**config.mk**
```make
export PLATFORM = sky130hd
export DESIGN_NAME = array_row_mult_sched
export DESIGN_NICKNAME = d
export VERILOG_FILES = /design/src/rtl/array_row_mult_sched.sv
export SDC_FILE = /design/constraint.sdc
export NUM_CORES = 1
export LEC_CHECK = 0
export BUFFER_PORTS_ARGS = -buffer_cell sky130_fd_sc_hd__buf_2
export CORE_MARGIN = 8
export CORE_UTILIZATION = 40
export CTS_BUF_LIST = sky130_fd_sc_hd__clkbuf_16
export CTS_CLUSTER_DIAMETER = 40
export DETAILED_ROUTE_END_ITERATION = 10
export HOLD_SLACK_MARGIN = 0.12
export PLACE_DENSITY = 0.74
export SLEW_MARGIN = 20
export SYNTH_ARGS = -nofsm -noshare
export SYNTH_HDL_FRONTEND = slang
export SYNTH_SLANG_ARGS = --single-unit
```
**constraint.sdc**
```tcl
create_clock -name clock -period 2.1 [get_ports clock]
set_input_delay 0.42 -clock clock [delete_from_list [all_inputs] [get_ports clock]]
set_output_delay 0.42 -clock clock [all_outputs]
set_load 0.01 [all_outputs]
```
**src/rtl/array_row_mult_sched.sv**
```systemverilog
// Arbitrated sequencer for one shared 4-cell array multiplier row: 4x4 unsigned products in four shift-add steps.
// Optional MULT_SCHED_FIXED_PRIO_EN selects fixed lowest-index priority instead of round-robin.
module array_row_mult_sched #(
  parameter int NUM_REQ = 2,
  parameter int ID_W    = 1
) (
  input  logic                 clock,
  input  logic                 reset,
  input  logic [NUM_REQ-1:0]   req_valid,
  input  logic [4*NUM_REQ-1:0] req_a,
  input  logic [4*NUM_REQ-1:0] req_b,
  output logic [NUM_REQ-1:0]   req_ready,
  output logic                 busy,
  output logic                 res_valid,
  input  logic                 res_ready,
  output logic [7:0]           res_product,
  output logic [ID_W-1:0]      res_id,
  output logic [3:0]           row_a,
  output logic [3:0]           row_b,
  output logic [3:0]           row_sum_in,
  output logic                 row_c_in,
  input  logic [3:0]           row_sum,
  input  logic                 row_c_out
);

  localparam int PTR_W = (NUM_REQ > 1) ? $clog2(NUM_REQ) : 1;

  typedef enum logic [1:0] {
    S_IDLE = 2'd0,
    S_RUN  = 2'd1,
    S_DONE = 2'd2
  } state_t;

  state_t            state_q, state_d;
  logic [PTR_W-1:0]  rr_ptr_q, rr_ptr_d;
  logic [1:0]        step_q, step_d;
  logic [3:0]        a_q, a_d;
  logic [3:0]        b_q, b_d;
  logic [3:0]        p_hi_q, p_hi_d;
  logic [3:0]        p_lo_q, p_lo_d;
  logic [ID_W-1:0]   id_q, id_d;

  logic [3:0]        a_nib [NUM_REQ];
  logic [3:0]        b_nib [NUM_REQ];

  logic              gnt_found;
  logic [PTR_W-1:0]  gnt_idx;
  logic [PTR_W:0]    cand;

  for (genvar gi = 0; gi < NUM_REQ; gi++) begin : g_nib
    assign a_nib[gi] = req_a[4*gi +: 4];
    assign b_nib[gi] = req_b[4*gi +: 4];
  end

  // Rotating search from rr_ptr; the extra bit in cand absorbs the wrap before folding back.
  always_comb begin
    gnt_found = 1'b0;
    gnt_idx   = '0;
    cand      = '0;
    for (int i = 0; i < NUM_REQ; i++) begin
      cand = {1'b0, rr_ptr_q} + (PTR_W+1)'(i);
      if (cand >= (PTR_W+1)'(NUM_REQ)) begin
        cand = cand - (PTR_W+1)'(NUM_REQ);
      end
      if (!gnt_found && req_valid[cand[PTR_W-1:0]]) begin
        gnt_found = 1'b1;
        gnt_idx   = cand[PTR_W-1:0];
      end
    end
  end

  always_comb begin
    state_d   = state_q;
    rr_ptr_d  = rr_ptr_q;
    step_d    = step_q;
    a_d       = a_q;
    b_d       = b_q;
    p_hi_d    = p_hi_q;
    p_lo_d    = p_lo_q;
    id_d      = id_q;
    req_ready = '0;

    case (state_q)
      S_IDLE: begin
        if (gnt_found) begin
          req_ready[gnt_idx] = 1'b1;
          a_d     = a_nib[gnt_idx];
          b_d     = b_nib[gnt_idx];
          p_hi_d  = 4'd0;
          p_lo_d  = 4'd0;
          id_d    = ID_W'(gnt_idx);
          step_d  = 2'd0;
          state_d = S_RUN;
`ifdef MULT_SCHED_FIXED_PRIO_EN
          rr_ptr_d = '0;
`else
          if (gnt_idx == PTR_W'(NUM_REQ - 1)) begin
            rr_ptr_d = '0;
          end else begin
            rr_ptr_d = gnt_idx + PTR_W'(1);
          end
`endif
        end
      end
      S_RUN: begin
        // Row adds the selected multiplicand to P_hi; result shifts right, dropping one product bit into P_lo.
        {p_hi_d, p_lo_d} = {row_c_out, row_sum, p_lo_q[3:1]};
        step_d = step_q + 2'd1;
        if (step_q == 2'd3) begin
          state_d = S_DONE;
        end
      end
      S_DONE: begin
        if (res_ready) begin
          state_d = S_IDLE;
        end
      end
      default: begin
        state_d = S_IDLE;
      end
    endcase

    if (reset) begin
      req_ready = '0;
    end
  end

  always_ff @(posedge clock) begin
    if (reset) begin
      state_q  <= S_IDLE;
      rr_ptr_q <= '0;
      step_q   <= 2'd0;
      a_q      <= 4'd0;
      b_q      <= 4'd0;
      p_hi_q   <= 4'd0;
      p_lo_q   <= 4'd0;
      id_q     <= '0;
    end else begin
      state_q  <= state_d;
      rr_ptr_q <= rr_ptr_d;
      step_q   <= step_d;
      a_q      <= a_d;
      b_q      <= b_d;
      p_hi_q   <= p_hi_d;
      p_lo_q   <= p_lo_d;
      id_q     <= id_d;
    end
  end

  assign busy        = (state_q == S_RUN) || (state_q == S_DONE);
  assign res_valid   = (state_q == S_DONE);
  assign res_product = {p_hi_q, p_lo_q};
  assign res_id      = id_q;

  assign row_a      = {4{a_q[step_q]}};
  assign row_b      = b_q;
  assign row_sum_in = p_hi_q;
  assign row_c_in   = 1'b0;

endmodule

```
### Yosys cells after proc, flatten, opt, wreduce, memory -nomap -nowiden

Cells that the tools add are included.

* register bits after elaboration: 22
* bits of input ports: 26
* output and inout bits: 26
* word-level logic and storage cells: 70

* add/sub/neg operators: 5
* order comparisons: 8
* equality and inequality tests: 6
* mux-type cells: 33
* bitwise operators: 1
* reductions and logical operators: 9

Operator list (count)
* two-way mux 4 bit: 7
* case mux 4 bit (2 select lines): 2
* two-way mux 2 bit: 7
* two-way mux 1 bit: 13
* < comparator 1 x 2 -> 1 bit, second input constant: 3
* case mux 2 bit (3 select lines): 1
* equality test 2 bit, second input constant: 2
* >= comparator 2 bit, second input constant: 2
* inequality test 2 bit, second input constant: 2
* case mux 2 bit (2 select lines): 1
* AND reduction 2 bit: 2
* < comparator 2 x 3 -> 1 bit, second input constant: 1
* AND reduction 3 bit: 1
* adder 1 x 1 -> 2 bit, second input constant: 1
* adder 2 x 1 -> 2 bit, second input constant: 1
* binary-select mux 1 bit (select 2 bit): 1
* equality test 2 x 1 -> 1 bit, second input constant: 1
* >= comparator 1 x 2 -> 1 bit, second input constant: 1
* logical AND 1 bit: 2
* zero test 2 bit: 1
* inequality test 2 x 1 -> 1 bit, second input constant: 1
* inverter 1 -> 2 bit: 1
* nonzero test 2 bit: 1
* subtractor 1 bit, second input constant: 2
* 5 further kinds: 5

### Longest topological paths before layout

Gate-level depths: netlist of the first run.

* depth in word-level cells: 15
* mapped depth: 6
* depth with buffers taken out: 5

### Worst setup path before layout of the first run

Ideal clock, no wire load.

* kind: register -> output
* from: reg state_q[0]
* to: out req_ready[0]
* arrival time: 1218 ps
* required time: 1680 ps
* path slack: 462 ps
* stages on the path, launching flop included: 6
* buffers on the path: 1
* cells stage by stage: dfxtp_1 > inv_1 > ha_1 > nand2b_4 > buf_6 > a211oi_4

* longest elaborated chain between the ends: 3

RTL lines
* start, declared: line 34 `state_t state_q, state_d;`
* start signal, assigned: line 139 `state_q <= state_d;`
* zero test 2 bit: line 83 `case (state_q)`
* two-way mux 2 bit: line 83
* two-way mux 2 bit: line 123 `if (reset) begin`
* end, declared: line 12 `output logic [NUM_REQ-1:0] req_ready,`

Every way passes these cells.

### Worst setup path in the final report of the first run

* from: reg state_q[0]
* to: out req_ready[1]

Same word-level chain as after synthesis.

==> qor.csv, run 1 <==
metric,value,unit
postCtsHoldBufs,0,
fin_setup_tns,0,ns
crit_fanout,10,
crit_required,1.68,ns
grt_max_degree,18,
ios,52,
final_util,52.54,%
postRouteAntennaNets,0,
pre_cts_ws,0.3878,ns
routabilityCongestion,0.7584,
cp_slowest_cell,dfxtp_1,
synth_seq_cells,22,
via_per_inst,5.387,
yosysSeqAreaShare,39.37,%
num_rows,19,
initial_core_util,41.27,%
max-cap-violations,0,
coreArea,2710,um^2
worstPathCellList,inv_1 -> ha_1 -> nand2b_4 -> nor3b_1 -> buf_2,
ctsResizeCount,0,
drtPass1Iterations,4,
htreeDepth,1,
cts_made_buffers,3,
clkSinkCount,22,
relSlewSlack,65.26,%
clock.fmax,0.5079,GHz
slew_viol_final,0,
dpl.hpwl,2271,um
ir_drop,0.0008223,V
critPathCaptureType,output pin,
setup_slack,0.1311,ns
period_minus_slack,1.969,ns
synth.distinct_cells,31,
post-route-period-util,93.76,%
hp-class,input pin to flip-flop,
drt-total-wl,2941,um
layout-drive-gt1-share,38.04,%
syn-cell-area,1119,um^2
finalClockSkew,0.001478,ns
antenna_found_initial,0,
powerDensity,1207,nW/um^2
synthCells,122,
tightest_slew,0.5188,ns
timing_worst_setup_path_type,flip-flop to output pin,
layout.cells.non_filler,194,
cts_root_buf,clkbuf_16,
finalHoldViolCount,0,
die-area,4744,um^2
drc,0,
final-setup-viol-count,0,
port_buffers,50,
drtIter0Drc,39,
clk_pin_slew,0.06,ns
synth_ff_type,dfxtp_1,
cpPeakStageDelay,0.32,ns
wl_per_cell,15.16,um
reg2reg_slack,0.41,ns
grt_pass1_vias,1084,
p_leak,0.6808,nW
cts_tree,built,
ys_warn_count,0,
cp.buffers_inverters,2,
async_reset_ff_share,0,%
rsz0062_at_grt,false,
status,finished clean,
globalRouteOverflowTotal,0,
worst_ep_arrival_time,1.55,ns
die_h,68.88,um
dp_cells,190,
vias,1045,
die_x,68.88,um
avgSynthCellArea,9.169,um^2
cts_buffer_depth,2,
antennaDiodeCount,0,
worstSetupStartpointType,flip-flop,
syn2layout_area_growth,27.29,%
cts_setup_buffers,0,
grt_first_pass_wirelength,4533,um
final_nets,195,
syn_nets,153,
synth_edf_count,0,
crit_family,simple AND/OR/NAND/NOR gates,
grtUsageTotal,12.46,%
clock_latency,0.25,ns
[per-stage QoR]
step / instance area (um^2) / hold WS (ns) / power, mW
floorplan: 1119 / 0.4499 / 1.043
global placement: 1319 / 0.4380 / 1.171
detailed placement: 1319 / 0.4423 / 1.200
CTS: 1424 / 0.3938 / 1.734
global route: 1424 / 0.4110 / 1.814
finish: 1424 / 0.3907 / 1.718
[Yosys cell counts, types with 2 or more instances]
library cell  count  area [um^2]
inv_1             7        26.28
nand3_1           7        35.03
buf_4             8        60.06
dfxtp_1          22        440.4
nor2_1            2        7.510
o32ai_1           2        17.52
ha_1              5        62.56
o21ai_0           8        40.04
a21oi_1           8        40.04
buf_2             2        10.01
nor3_1            8        40.04
buf_6             2        22.52
mux2i_1           2        20.02
nand2_1           9        33.78
a221o_1           8        80.08
a21o_1            2        15.01
clkbuf_1          2        7.510
nand2b_1          5        31.28
[routing by layer]
metal,global-route usage [%],share of wire [%],up-vias
li1,-,-,511
met1,11.72,37,500
met2,23.71,55,24
met3,2.746,4.5,10
met4,7.769,2.9,0
met5,0,0,-
[registers in the layout (all words and copies together) (netlist names)]
signal,flops
a_q,4
p_lo_q,4
res_id,1
row_b,4
row_sum_in,4
rr_ptr_q,1
state_q,2
step_q,2
[worst paths after layout]
| kind | from | endpoint | depth (start not counted) |
|---|---|---|---|
| max reg2reg | state_q[1] | p_lo_q[0] | 5 |
| min reg2reg | res_id | res_id | 1 |
| max | state_q[0] | req_ready[1] | 5 |
| min | req_b[0] | row_b[0] | 2 |
[placed cells by master (no fill, tap or decap), types with 2 or more instances in the layout]
cell	Yosys	final
ha_1	5	5
nand3_1	7	7
buf_4	8	2
a221o_1	8	8
a21o_1	2	2
a21oi_1	8	8
nand2b_1	5	5
o32ai_1	2	2
inv_1	7	7
nand2_1	9	9
dfxtp_1	22	22
clkbuf_16	0	3
nor2_1	2	2
o21ai_0	8	8
nor3_1	8	8
buf_2	2	50
mux2i_1	2	2
[cell type report]
| class | count | area (um^2) |
|---|---|---|
| clock buffers | 3 | 75.07 |
| clock inverters | 1 | 30.03 |
| inverters | 7 | 26.28 |
| multi-input cells | 78 | 548.0 |
| repair buffers | 52 | 265.3 |
| well taps | 31 | 38.79 |
| fillers | 250 | 1286 |
| flip-flops and latches | 22 | 440.4 |
[cell families after synthesis]
family          Yosys count  synth area share, %
fa+ha+maj                 5                5.593
compound gates           31                20.47
other cells               1               0.3352
simple gates             38                18.79
flops                    22                39.37
mux                       3                3.803
buf+inv                  22                11.63
[report_power, final]
| group | internal [mW] | switching, mW | total, mW |
|---|---|---|---|
| combinational | 0.262 | 0.355 | 0.617 |
| sequential | 0.510 | 0.0619 | 0.572 |
| clock | 0.378 | 0.150 | 0.529 |
| total | 1.15 | 0.567 | 1.72 |
Power figures use the tool's default switching activity.
==> inputs of run 2 (changes only) <==
clock period = 1.9 ns   (was 2.1 ns; I/O delays follow)
==> run 2 against run 1 <==
Final cell count unchanged; sequential share of layout area is 0.19 points higher; combinational power rose by 16%; final area down 0.62%; register-to-register slack worse by 0.27 ns; setup slack got worse by 0.043 ns; total power grew 4.1%; clock power down 16%; via count up 0.38%; critical endpoint is now req_ready[0].
==> qor.csv, run 2 (same netlist as run 1, synthesis figures left out) <==
metric,value,unit,change
status,finished clean,,
worstSetupStartpointType,flip-flop,,
grtUsageTotal,12.64,%,+0.18 points
grt_max_degree,18,,unchanged
cts_tree,built,,
layout.cells.non_filler,194,,unchanged
via_per_inst,5.407,,+0.38%
drt-total-wl,2949,um,+0.27%
final_area,1415,um^2,-0.62%
cts_setup_buffers,0,,unchanged
dpl.hpwl,2256,um,-0.64%
postCtsHoldBufs,0,,unchanged
syn2layout_area_growth,26.51,%,
grt_first_pass_wirelength,4560,um,+0.60%
fillers,254,,+1.6%
final-setup-viol-count,0,,unchanged
tightest_slew,0.4989,ns,-0.01992 ns
num_rows,19,,unchanged
antennaDiodeCount,0,,unchanged
cts_buffer_depth,2,,unchanged
finalHoldViolCount,0,,unchanged
worst_ep_arrival_time,1.43,ns,-0.12 ns
p_leak,0.6710,nW,-1.4%
powerDensity,1263,nW/um^2,+4.7%
htreeDepth,1,,unchanged
critPathCaptureType,output pin,,
clock.fmax,0.5519,GHz,
die_h,68.88,um,unchanged
routabilityCongestion,0.7645,,+0.80%
rsz0062_at_grt,false,,
grt_pass1_vias,1075,,-0.83%
clkSinkCount,22,,unchanged
post-route-period-util,95.37,%,
ir_drop,0.0006875,V,-16%
globalRouteOverflowTotal,0,,unchanged
final_nets,195,,unchanged
die_x,68.88,um,unchanged
relSlewSlack,66.59,%,+1.3 points
fin_setup_tns,0,ns,unchanged
cts_made_buffers,3,,unchanged
initial_core_util,41.27,%,unchanged
coreArea,2710,um^2,unchanged
cts_root_buf,clkbuf_16,,
antenna_found_initial,0,,unchanged
period_minus_slack,1.812,ns,
clock_latency,0.25,ns,about the same
slew_viol_final,0,,unchanged
power.total,1.788,mW,+4.1%
crit_fanout,10,,unchanged
timing_worst_setup_path_type,flip-flop to output pin,,
max-cap-violations,0,,unchanged
finalClockSkew,0.003921,ns,+0.002443 ns
postRouteAntennaNets,0,,unchanged
final_util,52.22,%,-0.32 points
die-area,4744,um^2,unchanged
drtIter0Drc,37,,-5.1%
final_common_cell,buf_2,,
drc,0,,unchanged
dpl-instance-area,1319,um^2,unchanged
wl_per_cell,15.20,um,+0.27%
vias,1049,,+0.38%
ios,52,,unchanged
dp_cells,190,,unchanged
layout-drive-gt1-share,38.65,%,+0.61 points
clk_pin_slew,0.06,ns,about the same
drtPass1Iterations,4,,unchanged
crit_required,1.52,ns,-0.16 ns
port_buffers,50,,unchanged
final_cell_mix,"50 x buf_2, 22 x dfxtp_1, 9 x nand2_1",,
hp-class,input pin to flip-flop,,
==> run 2: changes by cell type in the layout (fill, tap and decap cells not counted) <==
cell,delta
bufinv_16,-1
clkinv_1,+1
ha_1,-1
ha_4,+1
nor3b_1,-1
nor3b_2,+1
==> run 2: cell type report <==
class | count | area (um^2) | area share (%)
Clock buffer | 3 | 75.07 | 5.305
Inverter | 7 | 26.28 | 1.857
Multi-Input combinational cell | 78 | 565.5 | 39.96
Sequential cell | 22 | 440.4 | 31.12
Timing Repair Buffer | 52 | 265.3 | 18.74
Clock inverter | 1 | 3.754 | 0.2653
Tap cell | 31 | 38.79 | 2.741
==> run 2: per-stage QoR <==
| step | setup slack [ns] | hold slack, ns |
|---|---|---|
| floorplan | 0.3020 | 0.4499 |
| global placement | 0.2995 | 0.4351 |
| detailed placement | 0.2175 | 0.4481 |
| CTS | 0.03502 | 0.3438 |
| global route | 0.02965 | 0.3510 |
| finish | 0.08798 | 0.3510 |
==> run 2: metal layers <==
layer | track usage, % | vias up | share of wire (%)
li1 | - | 507 | -
met1 | 11.95 | 502 | 37
met2 | 23.25 | 31 | 54
met3 | 4.523 | 9 | 6.2
met4 | 6.767 | 0 | 2.7
met5 | 0 | - | 0
==> run 2: worst max-delay path, cell delays in order, from the launching register on <==
cell and delay [ns]:
dfxtp_1 0.32, inv_1 0.15, ha_4 0.19, nand2b_4 0.11, a211oi_4 0.23, buf_2 0.17
==> run 2: final timing paths <==
check	startpoint	endpoint	slack (ns)	depth (start not counted)
setup / recovery	state_q[0]	req_ready[0]	0.09	5
setup reg to reg	state_q[1]	row_sum_in[2]	0.14	5
hold / removal	req_b[0]	row_b[0]	0.35	2
hold reg to reg	res_id	res_id	0.46	1
==> run 2: power by group <==
part	switching [mW]	internal (mW)	leakage [nW]
sequential	0.0684	0.564	0.180
clock	0.161	0.281	0.0385
combinational	0.404	0.310	0.452
total	0.634	1.15	0.671
==> run 2: repair_timing <==
| action | in CTS | in global routing |
|---|---|---|
| gates resized for setup | 2 | 1 |
| cloned | 0 | 0 |
| pin swaps | 0 | 0 |
| endpoints found under the setup margin | 2 | 1 |
==> inputs of run 3 (changes only) <==
ABC_AREA = 1   (was unset)
CELL_PAD_IN_SITES_DETAIL_PLACEMENT = 0   (was unset)
CELL_PAD_IN_SITES_GLOBAL_PLACEMENT = 1   (was unset)
CORE_UTILIZATION = 31   (was 40)
PLACE_DENSITY = 0.81   (was 0.74)
==> run 3 against run 2 <==
Register-to-register slack gained 0.47 ns; combinational power grew 32%; final area grew 3.7%; sequential share of layout area shrank 1.1 points; core utilization shrank 11 points; clock power grew 1%; via count grew 9.6%; maximum frequency grew 3.0%; clock skew shrank 0.0018 ns; non-clock buffer count grew 3; total power grew 14%; critical path type unchanged; critical endpoint unchanged; highest routed layer unchanged.
==> qor.csv, run 3 <==
metric,value,unit,change
final_util,41.01,%,-11 points
synthCells,149,,+22%
initial_core_util,31.64,%,-9.6 points
synthTopCellsByArea,"dfxtp_1 39%, nand3_1 19%, buf_4 6.0%",,
antenna_found_initial,0,,unchanged
drc,0,,unchanged
fin_setup_tns,0,ns,unchanged
port_buffers,50,,unchanged
layout.cells.non_filler,242,,+25%
drtPass1Iterations,4,,unchanged
finalHoldViolCount,0,,unchanged
max-cap-violations,0,,unchanged
layout-drive-gt1-share,35.05,%,-3.6 points
powerDensity,1387,nW/um^2,+9.8%
grt_pass1_vias,1130,,+5.1%
p_leak,0.7320,nW,+9.1%
htreeDepth,1,,unchanged
die_h,76.44,um,+11%
synth_ff_type,dfxtp_1,,
wl_per_cell,12.29,um,-19%
synth.distinct_cells,19,,-39%
synth_top_area_share,38.90,%,-0.48 points
cts_tree,built,,
clk_pin_slew,0.06,ns,about the same
dp_cells,238,,+25%
syn-cell-area,1132,um^2,+1.2%
postRouteAntennaNets,0,,unchanged
grtUsageTotal,9.966,%,-2.7 points
via_per_inst,4.752,,-12%
status,finished clean,,
antennaDiodeCount,0,,unchanged
final-setup-viol-count,0,,unchanged
timing_worst_setup_path_type,flip-flop to output pin,,
crit_fanout,4,,-6
ir_drop,0.0007953,V,+16%
synthAdderAreaFrac,5.525,%,-0.068 points
drt-total-wl,2973,um,+0.81%
synth_seq_cells,22,,unchanged
die_x,76.44,um,+11%
hp-class,input pin to flip-flop,,
synth.area.mux_share,0,%,-3.8 points
syn_nets,180,,+18%
worstSetupStartpointType,flip-flop,,
clock_latency,0.25,ns,about the same
syn2layout_area_growth,29.61,%,
dpl.hpwl,2305,um,+2.2%
ios,52,,unchanged
synth.largest_area_cell,dfxtp_1,,
synth_edf_count,0,,unchanged
globalRouteOverflowTotal,0,,unchanged
cts_root_buf,clkbuf_16,,
routabilityCongestion,0.7278,,-4.8%
synth_compound_area_share,7.735,%,-13 points
coreArea,3578,um^2,+32%
cts_made_buffers,3,,unchanged
final_cell_mix,"50 x buf_2, 44 x nand3_1, 22 x dfxtp_1",,
avgSynthCellArea,7.600,um^2,-17%
async_reset_ff_share,0,%,unchanged
clkSinkCount,22,,unchanged
cts_buffer_depth,2,,unchanged
synth_top_family_by_area,simple AND/OR/NAND/NOR gates,,
die-area,5842,um^2,+23%
post-route-period-util,92.55,%,-2.8 points
slew_viol_final,0,,unchanged
synth_xor_area_share,0,%,unchanged
clock.fmax,0.5687,GHz,+3.0%
synthTopCellsByCount,"44 x nand3_1, 22 x dfxtp_1, 18 x nand2_1, 11 x a21oi_1",,
worst_ep_arrival_time,1.38,ns,-0.05 ns
drtIter0Drc,43,,+16%
crit_required,1.52,ns,about the same
hold_ws,0.3749,ns,+0.02385 ns
ys_warn_count,0,,unchanged
yosys.area_share.simple,34.36,%,+16 points
grt_max_degree,19,,+1
yosysMostFrequentCell,nand3_1,,
final_nets,226,,+16%
period_minus_slack,1.758,ns,-0.05362 ns
yosysSeqAreaShare,38.90,%,-0.48 points
vias,1150,,+9.6%
finalClockSkew,0.002083,ns,-0.001838 ns
final_common_cell,buf_2,,
rsz0062_at_grt,false,,
grt_first_pass_wirelength,4974,um,+9.1%
critPathCaptureType,output pin,,
num_rows,22,,+3
[run 3: changes by cell type after synthesis, moves of 5 or more]
cell      delta
nand4_1      +7
nor2_1       +5
a221o_1      -8
nand2b_1     -5
nor3_1       -8
nand2_1      +9
nand3_1     +37
o21ai_0      -8
[run 3: through the flow]
stage / setup slack [ns] / power [mW] / cell area (um^2)
after CTS: 0.05217 / 2.035 / 1455
after floorplan: 0.3679 / 1.352 / 1132
after global routing: 0.03648 / 2.195 / 1468
final: 0.1416 / 2.035 / 1468
after detailed placement: 0.3444 / 1.579 / 1376
after global placement: 0.3697 / 1.574 / 1376
[run 3: final timing paths]
| check | end | slack (ns) | cells past startpoint | start |
|---|---|---|---|---|
| hold / removal | row_b[2] | 0.37 | 3 | req_b[6] |
| setup reg to reg | row_b[0] | 0.61 | 8 | state_q[0] |
| setup / recovery | req_ready[0] | 0.14 | 7 | state_q[0] |
| hold reg to reg | res_id | 0.47 | 2 | res_id |
[run 3: timing repair]
action / 4_1_cts / 5_1_grt
hold buffers: 0 / 0
gates resized for setup: 0 / 2
setup endpoints to repair: 0 / 2
buffers inserted: 0 / 0
[run 3: cells by family after synthesis]
logic type | Yosys count
buf+inv | 26
other cells | 1
compound gates | 14
flops | 22
simple gates | 81
fa+ha+maj | 5
[run 3: worst max-delay path, stage by stage (launching register included)]
cell,delay (ns)
dfxtp_1,0.31
inv_1,0.15
ha_4,0.19
inv_2,0.06
nor2_2,0.11
nand3_1,0.10
inv_1,0.07
buf_2,0.13
[run 3: power by group]
part	internal [mW]	switching [mW]
clock network	0.281	0.167
logic	0.363	0.574
registers	0.582	0.0683
[run 3: cell type report]
cell class                 instances  area, um^2
fill                             386        2111
multi-input combinational        101       555.5
timing repair buffer              55       287.8
sequential                        22       440.4
tap                               48       60.06
clock inverter                     1       3.754
inverter                          12       45.04
clock buffer                       3       75.07
[run 3: layer usage]
metal / wire (um) / vias to the layer above / share of wire [%] / track usage (%)
met3: 289 / 4 / 9.7 / 4.717
li1: - / 591 / - / -
met1: 1436 / 494 / 48 / 12.25
met5: 0 / - / 0 / 0
met2: 1223 / 61 / 41 / 15.17
met4: 24 / 0 / 0.81 / 2.500
